**config.mk**
```make
export PLATFORM = sky130hd
export DESIGN_NAME = strobe_fifo
export DESIGN_NICKNAME = d
export VERILOG_FILES = /design/src/rtl/strobe_fifo_pkg.sv /design/src/rtl/strobe_fifo_mem.sv /design/src/rtl/strobe_fifo.sv
export SDC_FILE = /design/constraint.sdc
export NUM_CORES = 1
export LEC_CHECK = 0
export CORE_MARGIN = 4
export CORE_UTILIZATION = 40
export CTS_BUF_LIST = sky130_fd_sc_hd__clkbuf_4
export CTS_CLUSTER_SIZE = 10
export DETAILED_ROUTE_END_ITERATION = 8
export PLACE_DENSITY = 0.59
export SYNTH_ARGS = -nofsm -noshare
export SYNTH_HDL_FRONTEND = slang
export SYNTH_SLANG_ARGS = --single-unit
```
**constraint.sdc**
```tcl
create_clock -name clk -period 5.3 [get_ports clk]
set_input_delay 1.06 -clock clk [delete_from_list [all_inputs] [get_ports clk]]
set_output_delay 1.06 -clock clk [all_outputs]
set_load 0.05 [all_outputs]
```
**src/rtl/strobe_fifo_pkg.sv**
```systemverilog
// Shared constants and helpers for the strobe-to-stream buffer.
// Drop counter width and its saturating increment live here.
package strobe_fifo_pkg;

    localparam int DROP_W = 8;
    localparam logic [DROP_W-1:0] DROP_MAX = '1;

    function automatic logic [DROP_W-1:0] sat_inc(
        input logic [DROP_W-1:0] v
    );
        return (v == DROP_MAX) ? v : v + 1'b1;
    endfunction

endpackage

```
**src/rtl/strobe_fifo_mem.sv**
```systemverilog
// DEPTH x WIDTH register array: synchronous write, asynchronous read.
// Left unreset so it can map onto distributed RAM.
module fifo_mem #(
    parameter int WIDTH = 8,
    parameter int DEPTH = 4,
    parameter int AW    = $clog2(DEPTH)
) (
    input  logic             clk,
    input  logic             we,
    input  logic [AW-1:0]    waddr,
    input  logic [WIDTH-1:0] wdata,
    input  logic [AW-1:0]    raddr,
    output logic [WIDTH-1:0] rdata
);

    logic [WIDTH-1:0] mem [DEPTH];

    always_ff @(posedge clk) begin
        if (we) begin
            mem[waddr] <= wdata;
        end
    end

    assign rdata = mem[raddr];

endmodule

```
**src/rtl/strobe_fifo.sv**
```systemverilog
// Buffers single-cycle strobes into a first-word-fall-through valid/ready
// stream, counting strobes lost while full.
module strobe_fifo
    import strobe_fifo_pkg::*;
#(
    parameter int WIDTH = 8,
    parameter int DEPTH = 4
) (
    input  logic                     clk,
    input  logic                     reset,
    input  logic                     strobe_in,
    input  logic [WIDTH-1:0]         data_in,
    output logic                     out_valid,
    input  logic                     out_ready,
    output logic [WIDTH-1:0]         out_data,
    output logic [$clog2(DEPTH):0]   level,
    output logic                     overflow,
    output logic [DROP_W-1:0]        drop_count
);

    localparam int AW = $clog2(DEPTH);

    if ((DEPTH < 2) || ((1 << AW) != DEPTH)) begin : g_depth_check
        $error("strobe_fifo: DEPTH must be a power of two >= 2");
    end

    logic [AW:0]      wr_ptr;
    logic [AW:0]      rd_ptr;
    logic [WIDTH-1:0] rdata;
    logic             empty;
    logic             full;
    logic             push;
    logic             pop;
    logic             drop;

    assign empty = (wr_ptr == rd_ptr);
    assign full  = (wr_ptr[AW-1:0] == rd_ptr[AW-1:0])
                 && (wr_ptr[AW] != rd_ptr[AW]);

    assign out_valid = !empty;
    assign pop  = out_valid & out_ready;
    // A pop on the same edge frees the slot, so a full buffer still accepts.
    assign push = strobe_in & (!full | pop);
    assign drop = strobe_in & full & !pop;

    fifo_mem #(
        .WIDTH (WIDTH),
        .DEPTH (DEPTH),
        .AW    (AW)
    ) u_mem (
        .clk   (clk),
        .we    (push),
        .waddr (wr_ptr[AW-1:0]),
        .wdata (data_in),
        .raddr (rd_ptr[AW-1:0]),
        .rdata (rdata)
    );

    assign out_data = empty ? '0 : rdata;

    always_ff @(posedge clk or posedge reset) begin
        if (reset) begin
            wr_ptr     <= '0;
            rd_ptr     <= '0;
            level      <= '0;
            overflow   <= 1'b0;
            drop_count <= '0;
        end else begin
            if (push) begin
                wr_ptr <= wr_ptr + 1'b1;
            end
            if (pop) begin
                rd_ptr <= rd_ptr + 1'b1;
            end
            if (push && !pop) begin
                level <= level + 1'b1;
            end else if (pop && !push) begin
                level <= level - 1'b1;
            end
            if (drop) begin
                overflow   <= 1'b1;
                drop_count <= sat_inc(drop_count);
            end
        end
    end

endmodule

```
==> run metrics <==
crit path time final 3.81 ns; Fillers 457; Slew @ Worst Pin 0.775 ns; post-detail-place hpwl about 2700 um; Fin. Hold Viols 0; all-layer global routing usage about an eighth; layout cells sized above 1 14.6%; total gr overflow 0; Crit. End Element output port; core area 0.00524 sq mm; Die ar. 0.00680 sq mm; CTS Buf Count 5; CTS tree built; Antenna Nets Post-Route 0; dpl cells between 200 and 250; Final Util 50.8%; n_diodes 0; Sinks on Clock Net 50; Peak VDD IR 0.368 mV; Power Total 1720 uW; Seq/Total Area, Yosys 63.7%; DRC violation count after routing 0; Crit Path Max Fanout 11; nets@finish 190; Hold Crit Class flop to flop; Clock transition at path regs 0.14 ns; Seq cells post-synth 50; post-cts resize count 0; Worst-Skew Late Latency about 0.36 ns; Post-Syn Area 0.00222 sq mm; Final Skew 0.00771 ns; Avg Vias per Cell 4.87; pwr/cell area 645 mW/mm^2; final period utilization 71.9%; # hold bufs at CTS 0; antenna violations before repair 0; critical path data arrival time ~2.8 ns; number of distinct library cells after synthesis 30; vias in the first global route 1,280; # rows 26; Port Buffers 32; status completed; fmax 263 MHz; Leakage 0.000988 uW; critical setup path kind flop to output port; 1st-pass router iterations 4; drt wl/cell 15.8 um; Chip Width 82.5 um; RSZ-0062 raised after global routing no; Gate Count Post-Synth ~130; Post-Layout Cell Count 241; top cells by area, synth edfxtp_1, dfrtp_1, mux4_2, ha_1, and2_1; Setup Total Neg Slack 0 ns; Post-CTS Setup Repair Bufs 0; RD Place Congestion 0.729; Iter 0 DRT Violations 29; die height 82.5 um; max-slew violations 0; total of max-cap violations 0; Routed WL 3820 um; Mapped Avg Cell Area 16.5 sq um; pin count of the biggest net entering global routing 19; Initial Utilization a little over two fifths; largest area contributor in the netlist edfxtp_1; I/O pin cnt 33; Syn. warnings 0; crit start category flop; vias 1,173; CP Data Required Time 4.24 ns; CTS Buffer Depth 2; Rel. slew slack around half; Synth top area share 43.3%; final setup fails 0; CTS root buffer clkbuf_4; first-pass GRT wire length between 6000 and 7000 um; Area growth, synth to finish 20.0%; Max H-tree Level 2; Mapped Nets approximately 150
[final timing paths]
path	cells after the start	from	to	slack, ns
max	4	rd_ptr[0]$_DFFE_PP0N_	out_data[1]	1.49
min	1	level[2]$_DFFE_PP0P_	level[2]$_DFFE_PP0P_	0.48
max reg2reg	9	rd_ptr[0]$_DFFE_PP0N_	level[2]$_DFFE_PP0P_	2.49
min reg2reg	1	level[2]$_DFFE_PP0P_	level[2]$_DFFE_PP0P_	0.48
max in group asynchronous	2	reset	drop_count[4]$_DFFE_PP0P_	3.78
min in group asynchronous	2	reset	level[2]$_DFFE_PP0P_	1.08
[cells in the final DEF (no fill, tap or decap), types with 2 or more instances in the layout]
| master | count |
|---|---|
| clkbuf_4 | 5 |
| nor2_1 | 4 |
| nor4_1 | 2 |
| nand2_1 | 4 |
| xnor2_1 | 4 |
| xnor2_4 | 2 |
| nand3_1 | 4 |
| ha_1 | 7 |
| mux4_2 | 8 |
| clkdlybuf4s50_1 | 32 |
| dfrtp_1 | 18 |
| xor2_1 | 8 |
| inv_1 | 7 |
| nor3_1 | 2 |
| mux2_2 | 4 |
| and2_1 | 13 |
| edfxtp_1 | 32 |
[cell type report]
class	instances	area, sq um	area share (%)
Clock buffer	5	37.5	1.41
Clock inverter	3	21.3	0.800
Inverter	7	26.3	0.988
Multi-Input combinational cell	74	756	28.4
Sequential cell	50	1410	53.1
Tap cell	70	87.6	3.29
Timing Repair Buffer	32	320	12.0
[state kept, by name, indices dropped and copies added (netlist names)]
name        flops
u_mem.mem      32
drop_count      8
level           3
rd_ptr          3
wr_ptr          3
overflow        1
[cell families after synthesis]
group | after synthesis | synth area share (%)
flops | 50 | 63.7
simple gates | 36 | 9.76
xor+xnor | 15 | 7.96
mux | 12 | 10.2
buf+inv | 10 | 2.26
fa+ha+maj | 8 | 4.85
compound gates | 3 | 1.35
[per-layer routing]
layer	track usage [%]	share of wire, %	wire, um	up-vias
met5	0	0	0	-
met2	21.6	53	2020	19
met4	6.48	2.1	79	0
met1	16.1	42	1610	587
li1	-	-	-	560
met3	3.15	3.0	116	7
[critical path, stage by stage, from the launching register on]
cell,delay (ns)
dfrtp_1,0.87
xnor2_4,0.17
nand3b_1,0.35
and2_1,0.19
clkdlybuf4s50_1,0.79
[through the flow]
| step | hold WS (ns) | worst slack, ns | instance area, sq um |
|---|---|---|---|
| final | 0.481 | 1.49 | 2660 |
| after global routing | 0.507 | 1.21 | 2660 |
| after CTS | 0.484 | 1.38 | 2660 |
| after detailed placement | 0.456 | 1.81 | 2600 |
| after global placement | 0.449 | 1.89 | 2600 |
| after floorplan | 0.496 | 2.65 | 2220 |
[cell usage after synthesis, drive strengths merged]
master    n
edfxtp   32
dfrtp    18
and2     13
xor2      9
mux4      8
ha        7
inv       7
xnor2     6
mux2      4
nand2     4
nand3     4
nor2      4
buf       3
nand4     2
nor3      2
nor4      2
a2bb2oi   1
a41oi     1
fa        1
nand2b    1
nand3b    1
nor2b     1
nor3b     1
o21ai     1
or2b      1
[power breakdown]
part	internal, uW	leakage (uW)	switching [uW]
clock network	51.8	0.0000312	121
registers	521	0.000518	111
logic	375	0.000439	536
Note: power is estimated with default switching activity, not from simulation.
==> RTL edit 1: new RTL, same flow settings <==
`DEPTH` is set to 4 in 2 places; all go to 8.
--- a/src/rtl/strobe_fifo_mem.sv
+++ b/src/rtl/strobe_fifo_mem.sv
@@ -2,7 +2,7 @@
 // Left unreset so it can map onto distributed RAM.
 module fifo_mem #(
     parameter int WIDTH = 8,
-    parameter int DEPTH = 4,
+    parameter int DEPTH = 8,
     parameter int AW    = $clog2(DEPTH)
 ) (
     input  logic             clk,
--- a/src/rtl/strobe_fifo.sv
+++ b/src/rtl/strobe_fifo.sv
@@ -4,7 +4,7 @@
     import strobe_fifo_pkg::*;
 #(
     parameter int WIDTH = 8,
-    parameter int DEPTH = 4
+    parameter int DEPTH = 8
 ) (
     input  logic                     clk,
     input  logic                     reset,
Ports: changed (resized level); port bits go from 33 to 34. No check against the original RTL was run, so the function may have changed too.
==> RTL edit 1 against the unedited design <==
- routed wire length grew 70%
- sequential cell count grew 35
- synthesized area grew 63%
- worst setup slack lost 300 ps
- total power grew 55%
- clock skew grew 18 ps
- design area grew 61%
==> RTL edit 1: results (changes against the unedited design) <==
| Metric | Value |
|---|---|
| Via-per-instance ratio | `5.24 (was 4.87)` |
| R2R setup slack | `1680 ps (was 2490 ps)` |
| Cells after Synth | `210 (was 134)` |
| R2R depth | `12 (was 9)` |
| Initial antenna violation count | `0 (unchanged)` |
| Via count of the first global-routing pass | `1898 (was 1280)` |
| Cts repair resizes | `0 (unchanged)` |
| Hold depth | `1 (unchanged)` |
| HP Class | `flop to flop (unchanged)` |
| Status | `complete, no violations (unchanged)` |
| Crit-path slowest cell | `clkdlybuf4s50_1 (was dfrtp_1)` |
| NumNets Final | `269 (was 190)` |
| CTS root buf | `clkbuf_4 (unchanged)` |
| Synth top cells by count | `edfxtp_1 (64), dfrtp_1 (21), mux4_2 (16) (was edfxtp_1 (32), dfrtp_1 (18), and2_1 (13))` |
| Synth top area cells | `edfxtp_1 (53%), dfrtp_1 (15%), mux4_2 (9.9%) (was edfxtp_1 (43%), dfrtp_1 (20%), mux4_2 (8.1%))` |
| CTS Buffer Depth | `2 (unchanged)` |
| Gr usage total | `0.136 (was 0.131)` |
| Placer Congestion | `0.703 (was 0.729)` |
| Drt initial violations | `117 (was 29)` |
| Max incr delay on CP | `820 ps (was 870 ps)` |
| Clock transition at path regs | `around 150 ps` |
| DR pass1 iterations | `4 (unchanged)` |
| Skew-Pair Late Insertion Delay | `420 ps (was 360 ps)` |
| H-tree lvl count | `3 (was 2)` |
| Biggest regs | `u_mem.mem x64, drop_count x8 (was u_mem.mem x32, drop_count x8)` |
| Fillers | `773 (was 457)` |
| Final HPWL DP | `4220 um (was 2720 um)` |
| Async S/R FF share, synth | `0.247 (was 0.360)` |
| Hold EP | `overflow (was level[2])` |
| Switching power | `1.11 mW (was 0.768 mW)` |
| Largest net degree at the start of global routing | `22 (was 19)` |
| Port-buffer cells | `33 (was 32)` |
| Dpl cell area | `4120 um2 (was 2600 um2)` |
| Cts bufs inserted | `9 (was 5)` |
| Ant diodes | `0 (unchanged)` |
| Hold Crit Start | `overflow (was level[2])` |
| Routed len/inst | `17.9 um (was 15.8 um)` |
| First-pass GRT wire length | `10500 um (was 6370 um)` |
| Unique masters post-synth | `39 (was 30)` |
| Layout cells sized above 1 | `0.208 (was 0.146)` |
| Crit path DAT | `3050 ps (was 2750 ps)` |
| R2r endpoint | `level[3] (was level[2])` |
| Fin Clk Skew | `26.0 ps (was 7.71 ps)` |
| Finished Layout Cells | `363 (was 241)` |
| Max rail drop VDD | `0.000355 V (was 0.000368 V)` |
| # Post-CTS Setup Buffers | `0 (unchanged)` |
| Leak pwr | `1.56 nW (was 0.988 nW)` |
| Dpl cells | `347 (was 233)` |
| Sequential share of the synthesized area | `0.675 (was 0.637)` |
| Slew headroom | `0.401 (was 0.483)` |
| Sequential cell area | `2450 um2 (was 1410 um2)` |
| Yosys warning total | `0 (unchanged)` |
| Max FO, Critical Path | `11 (unchanged)` |
| Mapped Nets | `229 (was 154)` |
| Worst flop-to-flop path startpoint | `rd_ptr[0] (unchanged)` |
| Post-synth EDFFs | `64 (was 32)` |
==> RTL edit 1: cell count changes after synthesis, moves of 3 or more <==
cell      change
nor3_1        +4
nand2_1       +3
mux2_1        +4
mux4_2        +8
nor4b_1       +3
nor2_1        +9
inv_1         -3
edfxtp_1     +32
xor2_1        +5
mux2i_1       +9
dfrtp_1       +3
mux2_2        -3
and2_1       -13
clkbuf_1      +3
==> RTL edit 1: kinds of logic (layout without fill, tap and decap cells) <==
kind of cell             count (synthesis)  count (layout)  share of synthesized area
multiplexers                            30              30                      0.140
adder cells (fa/ha/maj)                  7               7                     0.0262
XOR/XNOR                                19              19                     0.0459
AO/OA/AOI/OAI                            9               9                     0.0200
flip-flops                              85              85                      0.675
AND/OR/NAND/NOR                         44              44                     0.0708
buffers and inverters                   16              61                     0.0217
==> RTL edit 1: worst max path at each step <==
stage,startpoint,to,slack [ps],cells after the start
after floorplan,out_ready,level[3],2400,11
after detailed placement,out_ready,level[3],1600,12
final,rd_ptr[0],out_data[7],1190,6
after CTS,rd_ptr[0],out_data[7],1110,6
after global routing,rd_ptr[0],out_data[7],920,6
after global placement,rd_ptr[0],out_data[7],1620,6
==> RTL edit 1: area by class of cell <==
cell class / count / share of cell area
tap: 108 / 0.0315
clock buffer: 9 / 0.0157
sequential: 85 / 0.570
inverter: 6 / 0.00525
clock inverter: 7 / 0.0245
multi-input combinational: 109 / 0.265
timing repair buffer: 39 / 0.0875
==> RTL edit 1: metrics by stage <==
step	worst slack [ps]	hold slack, ps
3_3_place_gp	1620	440
3_5_place_dp	1600	449
5_1_grt	923	502
2_1_floorplan	2400	460
4_1_cts	1110	482
6_report	1190	477
==> RTL edit 1: power groups by stage <==
stage	registers [mW]	clock network, mW	logic [mW]
2_1_floorplan	1.03	0	0.858
3_3_place_gp	1.05	0	1.20
3_5_place_dp	1.05	0	1.21
4_1_cts	1.03	0.441	1.21
5_1_grt	1.06	0.474	1.28
6_report	1.03	0.428	1.20
==> RTL edit 1: layer usage <==
layer / routed length, um / up-vias / GRT usage
li1: - / 889 / -
met1: 3010 / 962 / 0.192
met2: 3160 / 43 / 0.208
met3: 251 / 9 / 0.0302
met4: 78 / 0 / 0.0508
met5: 0 / - / 0
==> RTL edit 1: critical path, delay by kind of cell, from the launching register on <==
family / cells / cell delay [ps]
simple gates: 2 / 220
flops: 1 / 790
buf+inv: 3 / 1380
xor+xnor: 1 / 240
==> RTL edit 2: new RTL, config.mk and constraints unchanged <==
Made on the original files. Reset style: synchronous (`reset`), changed in one clocked block. Comments in the files are not updated.
--- a/src/rtl/strobe_fifo.sv
+++ b/src/rtl/strobe_fifo.sv
@@ -58,7 +58,7 @@
 
     assign out_data = empty ? '0 : rdata;
 
-    always_ff @(posedge clk or posedge reset) begin
+    always_ff @(posedge clk) begin
         if (reset) begin
             wr_ptr     <= '0;
             rd_ptr     <= '0;
Check against the original RTL: differs if reset is asserted again (counterexample within 4 cycles, from zero or initial values and one cycle with reset high); with reset held inactive, the same outputs for 10 cycles.
==> RTL edit 2 against the unedited design <==
- sequential cell count increased by 2
- routed wire length increased by 8.2%
- worst setup slack got worse by 33 ps
- maximum frequency decreased by 0.85%
- design area increased by 3.1%
- synthesized area increased by 2.3%
- critical endpoint is now out_data[4]
Power is not compared: it rests on default switching activity, and its combinational part moved more than twofold at a synthesized area within 25%.
==> RTL edit 2: results (changes against the unedited design) <==
| Metric | Value |
|---|---|
| Via-per-instance ratio | `4.97 (was 4.87)` |
| Crit path DAT | `2780 ps (was 2750 ps)` |
| CP endpoint | `out_data[4] (was out_data[1])` |
| M1 WL | `1930 um (was 1610 um)` |
| R2R depth | `8 (was 9)` |
| Gr usage total | `0.128 (was 0.131)` |
| R2r endpoint | `level[2] (unchanged)` |
| Status | `complete, no violations (unchanged)` |
| CP delay by family, top | `simple AND/OR/NAND/NOR gates (was flip-flops)` |
| Routed len/inst | `15.1 um (was 15.8 um)` |
| R2R setup slack | `2650 ps (was 2490 ps)` |
| Crit-path slowest cell | `nor3_1 (was dfrtp_1)` |
| Met2 wire length | `1990 um (was 2020 um)` |
| Crit. Startpoint | `wr_ptr[0] (was rd_ptr[0])` |
| Placer Congestion | `0.808 (was 0.729)` |
| Async S/R FF share, synth | `0 (was 0.360)` |
| Fin Clk Skew | `7.22 ps (was 7.71 ps)` |
| Met2 Track Usage GR | `0.209 (was 0.216)` |
| Routed met3 length | `158 um (was 116 um)` |
| NumNets Final | `220 (was 190)` |
| Met3 usage | `0.0377 (was 0.0315)` |
| Worst flop-to-flop path startpoint | `wr_ptr[0] (was rd_ptr[0])` |
| Drt initial violations | `59 (was 29)` |
| Sequential share of the synthesized area | `0.600 (was 0.637)` |
| Max FO, Critical Path | `9 (was 11)` |
| Via count of the first global-routing pass | `1440 (was 1280)` |
| Layout cells sized above 1 | `0.109 (was 0.146)` |
## RTL edit 2: cell types whose count changed in the layout (fill, tap and decap cells not counted), sizes merged, moves of 3 or more
cell,delta
dfxtp,+20
dfrtp,-18
nor2,+12
nor2b,+10
and2,-9
a21oi,+5
mux2i,+4
mux2,-3
o31ai,+3
or4,+3
xnor2,-3
## RTL edit 2: how the worst min path moves through the flow
stage,startpoint,to,slack (ps),depth (start not counted)
global placement,overflow,overflow,460,2
floorplan,wr_ptr[2],wr_ptr[2],480,2
global route,overflow,overflow,530,2
CTS,overflow,overflow,510,2
detailed placement,overflow,overflow,470,2
finish,overflow,overflow,500,2
## RTL edit 2: final cells by class
class                           instances  share of cell area
Sequential cell                        52               0.496
Tap cell                               72              0.0328
Timing Repair Buffer                   32               0.117
Inverter                                8              0.0109
Multi-Input combinational cell        101               0.314
Clock inverter                          3              0.0155
Clock buffer                            5              0.0137
## RTL edit 2: through the flow
stage	power [mW]	hold slack [ps]	instances	instance area, um2	setup slack [ps]
4_1_cts	1.08	506	273	2740	1350
5_1_grt	1.13	531	273	2740	1260
3_3_place_gp	0.855	456	265	2660	1920
6_report	1.07	503	273	2740	1460
3_5_place_dp	0.864	474	265	2660	1780
2_1_floorplan	0.751	485	165	2270	2630
## RTL edit 2: cell families (layout without fill, tap and decap cells)
| kind of cell | count (synthesis) | after routing | share of synthesized area |
|---|---|---|---|
| simple gates | 54 | 54 | 0.131 |
| flops | 52 | 52 | 0.600 |
| compound gates | 16 | 16 | 0.0502 |
| mux | 13 | 13 | 0.102 |
| buf+inv | 12 | 48 | 0.0204 |
| xor+xnor | 10 | 10 | 0.0485 |
| fa+ha+maj | 8 | 8 | 0.0474 |
